--- config.mk ---
export PLATFORM = sky130hd
export DESIGN_NAME = huffman_encoder
export DESIGN_NICKNAME = d
export VERILOG_FILES = /design/src/rtl/huffman_encoder.sv
export SDC_FILE = /design/constraint.sdc
export NUM_CORES = 2
export LEC_CHECK = 0
export ABC_AREA = 1
export CAP_MARGIN = 25
export CORE_MARGIN = 1
export CORE_UTILIZATION = 50
export DETAILED_ROUTE_END_ITERATION = 8
export PLACE_DENSITY = 0.66
export RECOVER_POWER = 25
export SLEW_MARGIN = 20
export SYNTH_ARGS = -nofsm -noshare
export SYNTH_HDL_FRONTEND = slang
export SYNTH_SLANG_ARGS = --single-unit
--- constraint.sdc ---
create_clock -name clk -period 4 [get_ports clk]
set_clock_uncertainty 0.15 [all_clocks]
set_input_delay 0.6 -clock clk [delete_from_list [all_inputs] [get_ports clk]]
set_output_delay 0.6 -clock clk [all_outputs]
set_load 0.01 [all_outputs]
--- src/rtl/huffman_encoder.sv ---
// Huffman encoder: 5-bit symbols -> MSB-first packed 32-bit words via a 32-entry codebook.
// Define ENC_STATS_EN to add the sym_count / bit_count statistics outputs.
module huffman_encoder #(
  parameter int SYM_W  = 5,
  parameter int CODE_W = 32,
  parameter int LEN_W  = 6
) (
  input  logic                          clk,
  input  logic                          rst,
  input  logic [LEN_W+SYM_W+CODE_W-1:0] codebook_data,
  input  logic                          WVALID,
  output logic                          WREADY,
  input  logic                          encode,
  input  logic                          flush,
  input  logic [SYM_W-1:0]              sym,
  input  logic                          sym_valid,
  output logic                          sym_ready,
  output logic [CODE_W-1:0]             data,
  output logic                          out_valid,
  input  logic                          out_ready,
  output logic [LEN_W-1:0]              out_bits,
  output logic                          out_last,
  output logic                          done,
`ifdef ENC_STATS_EN
  output logic [31:0]                   sym_count,
  output logic [31:0]                   bit_count,
`endif
  output logic                          err
);

  localparam int ACC_W = 2 * CODE_W;
  localparam int NSYM  = 1 << SYM_W;
  localparam int FW    = LEN_W + 1;

  localparam logic [FW-1:0]    FULL      = FW'(CODE_W);
  localparam logic [LEN_W-1:0] FULL_BITS = LEN_W'(CODE_W);

  localparam logic [1:0] IDLE   = 2'd0;
  localparam logic [1:0] ENCODE = 2'd1;
  localparam logic [1:0] FLUSH  = 2'd2;
  localparam logic [1:0] DONE   = 2'd3;

  logic [1:0]        state;
  logic [LEN_W-1:0]  len_tab  [NSYM];
  logic [CODE_W-1:0] code_tab [NSYM];
  logic [ACC_W-1:0]  acc;
  logic [FW-1:0]     fill;

  logic [LEN_W-1:0]  wr_len;
  logic [SYM_W-1:0]  wr_src;
  logic [CODE_W-1:0] wr_code;
  logic              wr_fire;

  assign wr_len  = codebook_data[LEN_W+SYM_W+CODE_W-1 -: LEN_W];
  assign wr_src  = codebook_data[CODE_W +: SYM_W];
  assign wr_code = codebook_data[CODE_W-1:0];

  assign WREADY  = rst && (state == IDLE);
  assign wr_fire = WVALID && WREADY;

  logic [LEN_W-1:0]  cur_len;
  logic [FW-1:0]     eff_len;
  logic [CODE_W-1:0] code_mask;
  logic [CODE_W-1:0] code_bits;
  logic              sym_fire;
  logic              out_free;
  logic              full_emit;
  logic              last_emit;
  logic [FW-1:0]     fill_base;
  logic [ACC_W-1:0]  acc_shift;
  logic [ACC_W-1:0]  ins;
  logic [ACC_W-1:0]  acc_nxt;
  logic [FW-1:0]     fill_nxt;
  logic [CODE_W-1:0] tail_mask;

  // Over-long lengths are clamped so fill never exceeds the accumulator
  always_comb begin
    cur_len = len_tab[sym];
    eff_len = ({1'b0, cur_len} > FULL) ? FULL : {1'b0, cur_len};
  end

  assign code_mask = ~({CODE_W{1'b1}} >> eff_len);
  assign code_bits = code_tab[sym] & code_mask;

  assign sym_ready = (state == ENCODE) && !flush && (fill <= FULL);
  assign sym_fire  = sym_valid && sym_ready;
  assign out_free  = !out_valid || out_ready;

  assign full_emit = out_free && (fill >= FULL) &&
                     ((state == ENCODE) || (state == FLUSH));
  assign last_emit = out_free && (state == FLUSH) && (fill < FULL);

  // Shift out the emitted word first, then append behind what remains
  always_comb begin
    fill_base = full_emit ? (fill - FULL) : fill;
    acc_shift = full_emit ? {acc[CODE_W-1:0], {CODE_W{1'b0}}} : acc;
    ins       = {code_bits, {CODE_W{1'b0}}} >> fill_base;
    acc_nxt   = sym_fire ? (acc_shift | ins) : acc_shift;
    fill_nxt  = fill_base + (sym_fire ? eff_len : '0);
  end

  assign tail_mask = ~({CODE_W{1'b1}} >> fill);
  assign done      = (state == DONE) && out_valid && out_ready;

  always_ff @(posedge clk or negedge rst) begin
    if (!rst) begin
      for (int i = 0; i < NSYM; i++) len_tab[i] <= '0;
    end else if (wr_fire) begin
      len_tab[wr_src] <= wr_len;
    end
  end

  always_ff @(posedge clk) begin
    if (wr_fire) code_tab[wr_src] <= wr_code;
  end

  always_ff @(posedge clk or negedge rst) begin
    if (!rst) begin
      state <= IDLE;
      err   <= 1'b0;
    end else begin
      unique case (state)
        IDLE:   if (encode) state <= ENCODE;
        ENCODE: if (flush) state <= FLUSH;
        FLUSH:  if (last_emit) state <= DONE;
        DONE:   if (out_ready) state <= IDLE;
        default: state <= IDLE;
      endcase
      if ((state == IDLE) && encode) err <= 1'b0;
      else if (sym_fire && (cur_len == '0)) err <= 1'b1;
    end
  end

  always_ff @(posedge clk or negedge rst) begin
    if (!rst) begin
      acc  <= '0;
      fill <= '0;
    end else if (last_emit) begin
      acc  <= '0;
      fill <= '0;
    end else begin
      acc  <= acc_nxt;
      fill <= fill_nxt;
    end
  end

  always_ff @(posedge clk or negedge rst) begin
    if (!rst) begin
      data      <= '0;
      out_bits  <= '0;
      out_last  <= 1'b0;
      out_valid <= 1'b0;
    end else if (full_emit) begin
      data      <= acc[ACC_W-1 -: CODE_W];
      out_bits  <= FULL_BITS;
      out_last  <= 1'b0;
      out_valid <= 1'b1;
    end else if (last_emit) begin
      data      <= acc[ACC_W-1 -: CODE_W] & tail_mask;
      out_bits  <= fill[LEN_W-1:0];
      out_last  <= 1'b1;
      out_valid <= 1'b1;
    end else if (out_ready) begin
      out_valid <= 1'b0;
    end
  end

`ifdef ENC_STATS_EN
  always_ff @(posedge clk or negedge rst) begin
    if (!rst) begin
      sym_count <= '0;
      bit_count <= '0;
    end else if ((state == IDLE) && encode) begin
      sym_count <= '0;
      bit_count <= '0;
    end else if (sym_fire) begin
      sym_count <= sym_count + 32'd1;
      bit_count <= bit_count + 32'(eff_len);
    end
  end
`endif

endmodule

; ---- Word-level counts from Yosys, hierarchy flattened
; Memories as Yosys holds them, arrays and structs flattened.
; Index checks and enable logic that the tools add are counted.
[op_classes]
n_lt_le_gt_ge = 7
n_bitwise = 7
reduce_logical = 24
muxes = 31
n_addsub = 2
shifts = 3
eq_ne = 7
[op_table]
columns = operator, n
row1 = 192-bit bitwise mux, 1
row2 = 64-bit 2-to-1 mux, 3
row3 = 32-bit bitwise AND, 2
row4 = 32-bit 2-to-1 mux, 2
row5 = 32-bit NOT, 2
row6 = 64-bit OR, 1
row7 = 64-bit by 7-bit >> shifter with 64-bit output, 1
row8 = 6-bit 2-to-1 mux, 7
row9 = 32-bit by 6-bit >> shifter with 32-bit output (first input constant), 1
row10 = 32-bit by 7-bit >> shifter with 32-bit output (first input constant), 1
row11 = 6-bit binary-select mux with 5-bit select, 1
row12 = 6-bit demux with 5-bit select, 1
row13 = 1-bit logical AND, 14
row14 = 7-bit 2-to-1 mux, 2
row15 = 6-bit >= comparator (second input constant), 2
row16 = 5-bit NOT with 6-bit output, 2
row17 = 1-bit 2-to-1 mux, 9
row18 = 2-bit 2-to-1 mux, 4
row19 = 2-bit != test (second input constant), 4
row20 = 2-bit one-hot mux with 4 select lines, 1
row21 = 7-bit by 6-bit adder with 7-bit output, 1
row22 = 7-bit by 6-bit >= comparator with 1-bit output (second input constant), 1
row23 = 7-bit by 6-bit less-or-equal comparator with 1-bit output (second input constant), 1
row24 = 7-bit by 6-bit less-than comparator with 1-bit output (second input constant), 1
row25 = 12 further kinds, 16
[totals]
ff_bits = 306
mem_bits_rw = 1024
in_bits = 55
output_inout_bits = 44
mem_count = 1
[mem_list]
columns = memory, words, width, read_ports, rd_ports_with_merged_regs, wr, line
row1 = code_tab, 32, 32, 1, 0, 1, 45  ; logic [CODE_W-1:0] code_tab [NSYM];

; ---- Logic depth before layout (Yosys ltp)
[depth]
ltp_word = 13
ltp_mapped = 28
mapped_depth_nobuf = 26

; ---- Least setup slack after synthesis
; Ideal clock, no wire load.
[synth_path]
kind = register to register
startpoint = register state[0]
endpoint = register len_tab[36] (netlist bit)
n_path_buf = 0
t_arrival_ns = 3.500
period_less_slack_ns = 3.746
path_slack_ns = 0.254
stages_incl_launch_ff = 11
path_cell_list = dfrtp_1 inv_1 ha_1 nand2_1 inv_1 nand2_1 nor3_1 inv_1 nor2_1 clkinv_1 o21ai_0
[synth_via]
elab_chain_cells = 3
[synth_lines]
columns = item, line
row1 = start: declaration, 43  ; logic [1:0] state;
row2 = start signal: assignment, 119  ; state <= IDLE;
row3 = start signal: assignment, 123  ; IDLE: if (encode) state <= ENCODE;
row4 = start signal: assignment, 124  ; ENCODE: if (flush) state <= FLUSH;
row5 = 2-bit logical NOT, 58  ; assign WREADY = rst && (state == IDLE);
row6 = 1-bit logical AND, 58
row7 = net WREADY, 12  ; output logic WREADY,
row8 = 1-bit logical AND, 59  ; assign wr_fire = WVALID && WREADY;
row9 = end signal: indexed assignment, 109  ; len_tab[wr_src] <= wr_len;
row10 = end: declaration, 44  ; logic [LEN_W-1:0] len_tab [NSYM];
; The timed path passes the listed nets, and every way through them passes these cells.
; A chain may end at the register's enable or synchronous reset.

; ---- Worst setup path after layout
[layout_path]
startpoint = register fill[6]
endpoint = output port sym_ready
[layout_via]
elab_chain_cells = 2
[layout_lines]
columns = item, line
row1 = start: declaration, 47  ; logic [FW-1:0] fill;
row2 = start signal: assignment, 143  ; fill <= fill_nxt;
row3 = 7-bit by 6-bit less-or-equal comparator with 1-bit output, 85  ; assign sym_ready = (state == ENCODE) && !flush && (fill <= FULL);
row4 = 1-bit logical AND, 85
row5 = end: declaration, 17  ; output logic sym_ready,
; No other way between the ends.

==> out/results.txt <==
Worst setup path class - reg2out
Worst Reg-to-Reg Cells - 22
Leading post-synthesis cells by cell area - edfxtp_1, dfrtp_1, nand2_1, nand3_1, a21oi_1
Full die area - 115800 um^2
Ys flop type - edfxtp_1
Violated checks - capacitance limit, slew limit
Total gr overflow - 0
Post-synth top cells - nand2_1, edfxtp_1, nand3_1
Asr flop ratio synth - 23.01%
Crit path DAT - 2.94 ns
# IOs - 99
Initial antenna violation count - 7
Run status - finished with violations
Synthesis Warnings - 0
Final setup TNS - 0 ns
Slack of the critical path - 0.3057 ns
CTS sink cnt - 1330
CTS tree - done
Final setup viols - 0
Buf/Inv on CP - 4
Slew Viols, Final - 169
Min-Delay Path Class - in2reg
Post-layout util - 58.84%
Hold path startpoint - encode
Skew-Pair Late Insertion Delay - 0.76 ns
R2R Setup Slk - 0.32 ns
Top delay family on crit path - buffers and inverters
FMAX - 270.7 MHz
Syn nets - 5377
Initial DRC count - 4582
First-pass DRT Iterations - 6
Cell count after synthesis - 5308
Chip height - 340.3 um
Rel. slew slack - -52.25%
Clock Tree Buf Depth - 3
Max_cap viols - 1
Net Sw Power - 0.01087 W
Logic gate share of total power - 20.3%
H-tree depth - 4
WHS - 0.3020 ns
Clock power frac - 35.5%
Reg2reg start - fill[6]
Post-DRT Antenna Nets - 0
Via count - 42670
Static Leak - 24.87 nW
Chip width - 340.3 um
WHS Endpoint - err
Most frequent cell after synthesis - nand2_1
Largest net degree at the start of global routing - 169
Fin nets - 5542
Residual DRC count - 0
Hold depth - 2
Row cnt - 123
Crit path max-delay cell type - clkdlybuf4s50_1
Peak supply drop - 0.5089 mV
Vias in the first global route - 40570
Slew @ Worst Pin - 2.284 ns
Reg2Reg Capture Point - fill[6]
Critical Path RT - 3.25 ns
CP cell instances - nor2_4, inv_2, nor2_1, inv_1, nor2_2, nand3_2, a21oi_4, buf_4, clkdlybuf4s50_1
Core area - 113000 um^2
Switch share - 30.05%
GRT Total Usage - 29.59%
Initial core utilization - 50.67%
Via/cell ratio - 6.022
CP max stage delay - 0.52 ns
Register area share after synthesis - 67.11%
Worst path depth - 9
Final hold vios - 0
Share of cells above drive strength 1 - 10.25%
Final wirelength - 171.4 mm
Synthesis-to-layout area growth - 16.13%
Post-synth EDFFs - 1024
Clock Pin Slew Worst Setup and Hold Paths - 0.06 ns
Post-synth cell types - 55
Gp weighted congestion - 0.9300
Yosys reg bits - 1330
Root Driver - clkbuf_16
Final period util - 92.36%
Maximum fanout along the worst path - 4
CTS Buf Count - 140
Netlist Area Pre-Place - 57230 um^2
PD cells - 544.0 nW/um^2
Detailed-placement wirelength estimate - 99.94 mm
DR WL/cell - 24.20 um
Sequential power share - 44.2%
First-pass GRT wire length - 257.7 mm
Startpoint types - flip-flop
DP Worst Slack - -0.2628 ns
Leading area contributor after synthesis - edfxtp_1
Syn avg cell area - 10.78 um^2
Min Tclk post-route - 3.694 ns
Tot Pwr - 0.03616 W
# port buffers - 98
CP Capture Type - output port
RSZ-0062 raised after global routing - false
Internal power - 0.02529 W
Synth top area share - 53.73%
[worst reg2reg max path, cell delays in order (launching register included)]
cell and delay [ns]:
dfrtp_1 0.41, nor2_4 0.20, inv_2 0.07, nor2_1 0.12, inv_1 0.12, nor2_2 0.21, nand3_2 0.16, a21oi_4 0.23
nand2_4 0.13, nor2_2 0.19, ha_1 0.19, inv_1 0.06, fa_1 0.41, nor2_1 0.17, nor2_1 0.06, o21bai_1 0.15
nand2_1 0.07, inv_1 0.08, nor2_1 0.04, inv_1 0.05, a21oi_1 0.08, xor2_1 0.16, nor2_1 0.05
[cell families (layout without fill, tap and decap cells)]
logic type      after synthesis  count (layout)  share of synthesized area [%]
fa+ha+maj                    14              14                         0.3192
compound gates             1119            1119                          11.44
simple gates               2316            2316                          16.73
buf+inv                     508             782                          4.040
flops                      1330            1330                          67.11
other cells                   0               3                              0
mux                          20              20                         0.3520
xor+xnor                      1               1                        0.01531
[power by group through the flow]
stage	clock network (W)	logic, W	registers, W
global route	0.0135	0.00795	0.0160
floorplan	0	0.00421	0.0162
detailed placement	0	0.00715	0.0163
finish	0.0128	0.00734	0.0160
global placement	0	0.00701	0.0162
CTS	0.0130	0.00719	0.0160
[layout by cell type, fill, tap and decap left out, types with 51 or more instances in the layout]
cell type,n
edfxtp_1,1024
a22oi_1,66
o21ai_0,336
inv_1,107
nand2_1,1429
nor2_1,200
o22ai_1,51
a21oi_1,435
dfrtp_1,306
clkbuf_16,143
buf_12,90
buf_4,200
clkdlybuf4s50_1,69
nand3_1,576
[per-layer routing]
| metal | routed length, um | track usage (%) | vias to the layer above |
|---|---|---|---|
| li1 | - | - | 19320 |
| met1 | 69470 | 41.07 | 20910 |
| met2 | 79890 | 46.75 | 2059 |
| met3 | 15650 | 5.267 | 382 |
| met4 | 6378 | 10.99 | 6 |
| met5 | 41 | 0 | - |
[worst max-delay path by stage]
stage                     startpoint           to  slack [ns]
after CTS                    fill[6]      fill[6]        0.01
final                        fill[6]    sym_ready        0.31
after global routing         fill[6]      fill[6]        0.03
after detailed placement     fill[6]      fill[6]       -0.26
after floorplan             state[0]  len_tab[36]        0.25
after global placement       fill[6]      fill[6]       -0.33
[per-stage QoR]
stage,area [um^2],cells
final,66470,7085
after global placement,61830,6813
after global routing,66460,7084
after detailed placement,61890,6816
after CTS,66420,7068
after floorplan,57230,5308
[flip-flops by register name (all words and copies together), names as in the netlist]
name / count
acc: 64
code_tab: 1024
data: 32
err: 1
fill: 7
len_tab: 192
out_bits: 6
out_last: 1
out_valid: 1
state: 2
[repair_timing]
item | 4_1_cts | 5_1_grt
hold buffers | 1 | 0
endpoints found under the hold margin | 238 | 0
resized for setup | 3 | 6
pin swaps | 0 | 1
buffers inserted | 0 | 1
endpoints found under the setup margin | 1 | 2
[area by class of cell]
cell class | count | area [um^2]
Timing Repair Buffer | 404 | 4363
Antenna cell | 3 | 7.507
Multi-Input combinational cell | 3470 | 16800
Tap cell | 1500 | 1877
Clock inverter | 78 | 749.5
Sequential cell | 1330 | 38410
Fill cell | 9265 | 46500
Clock buffer | 173 | 3761
Inverter | 127 | 503.0
Note: power is estimated with default switching activity, not from simulation.
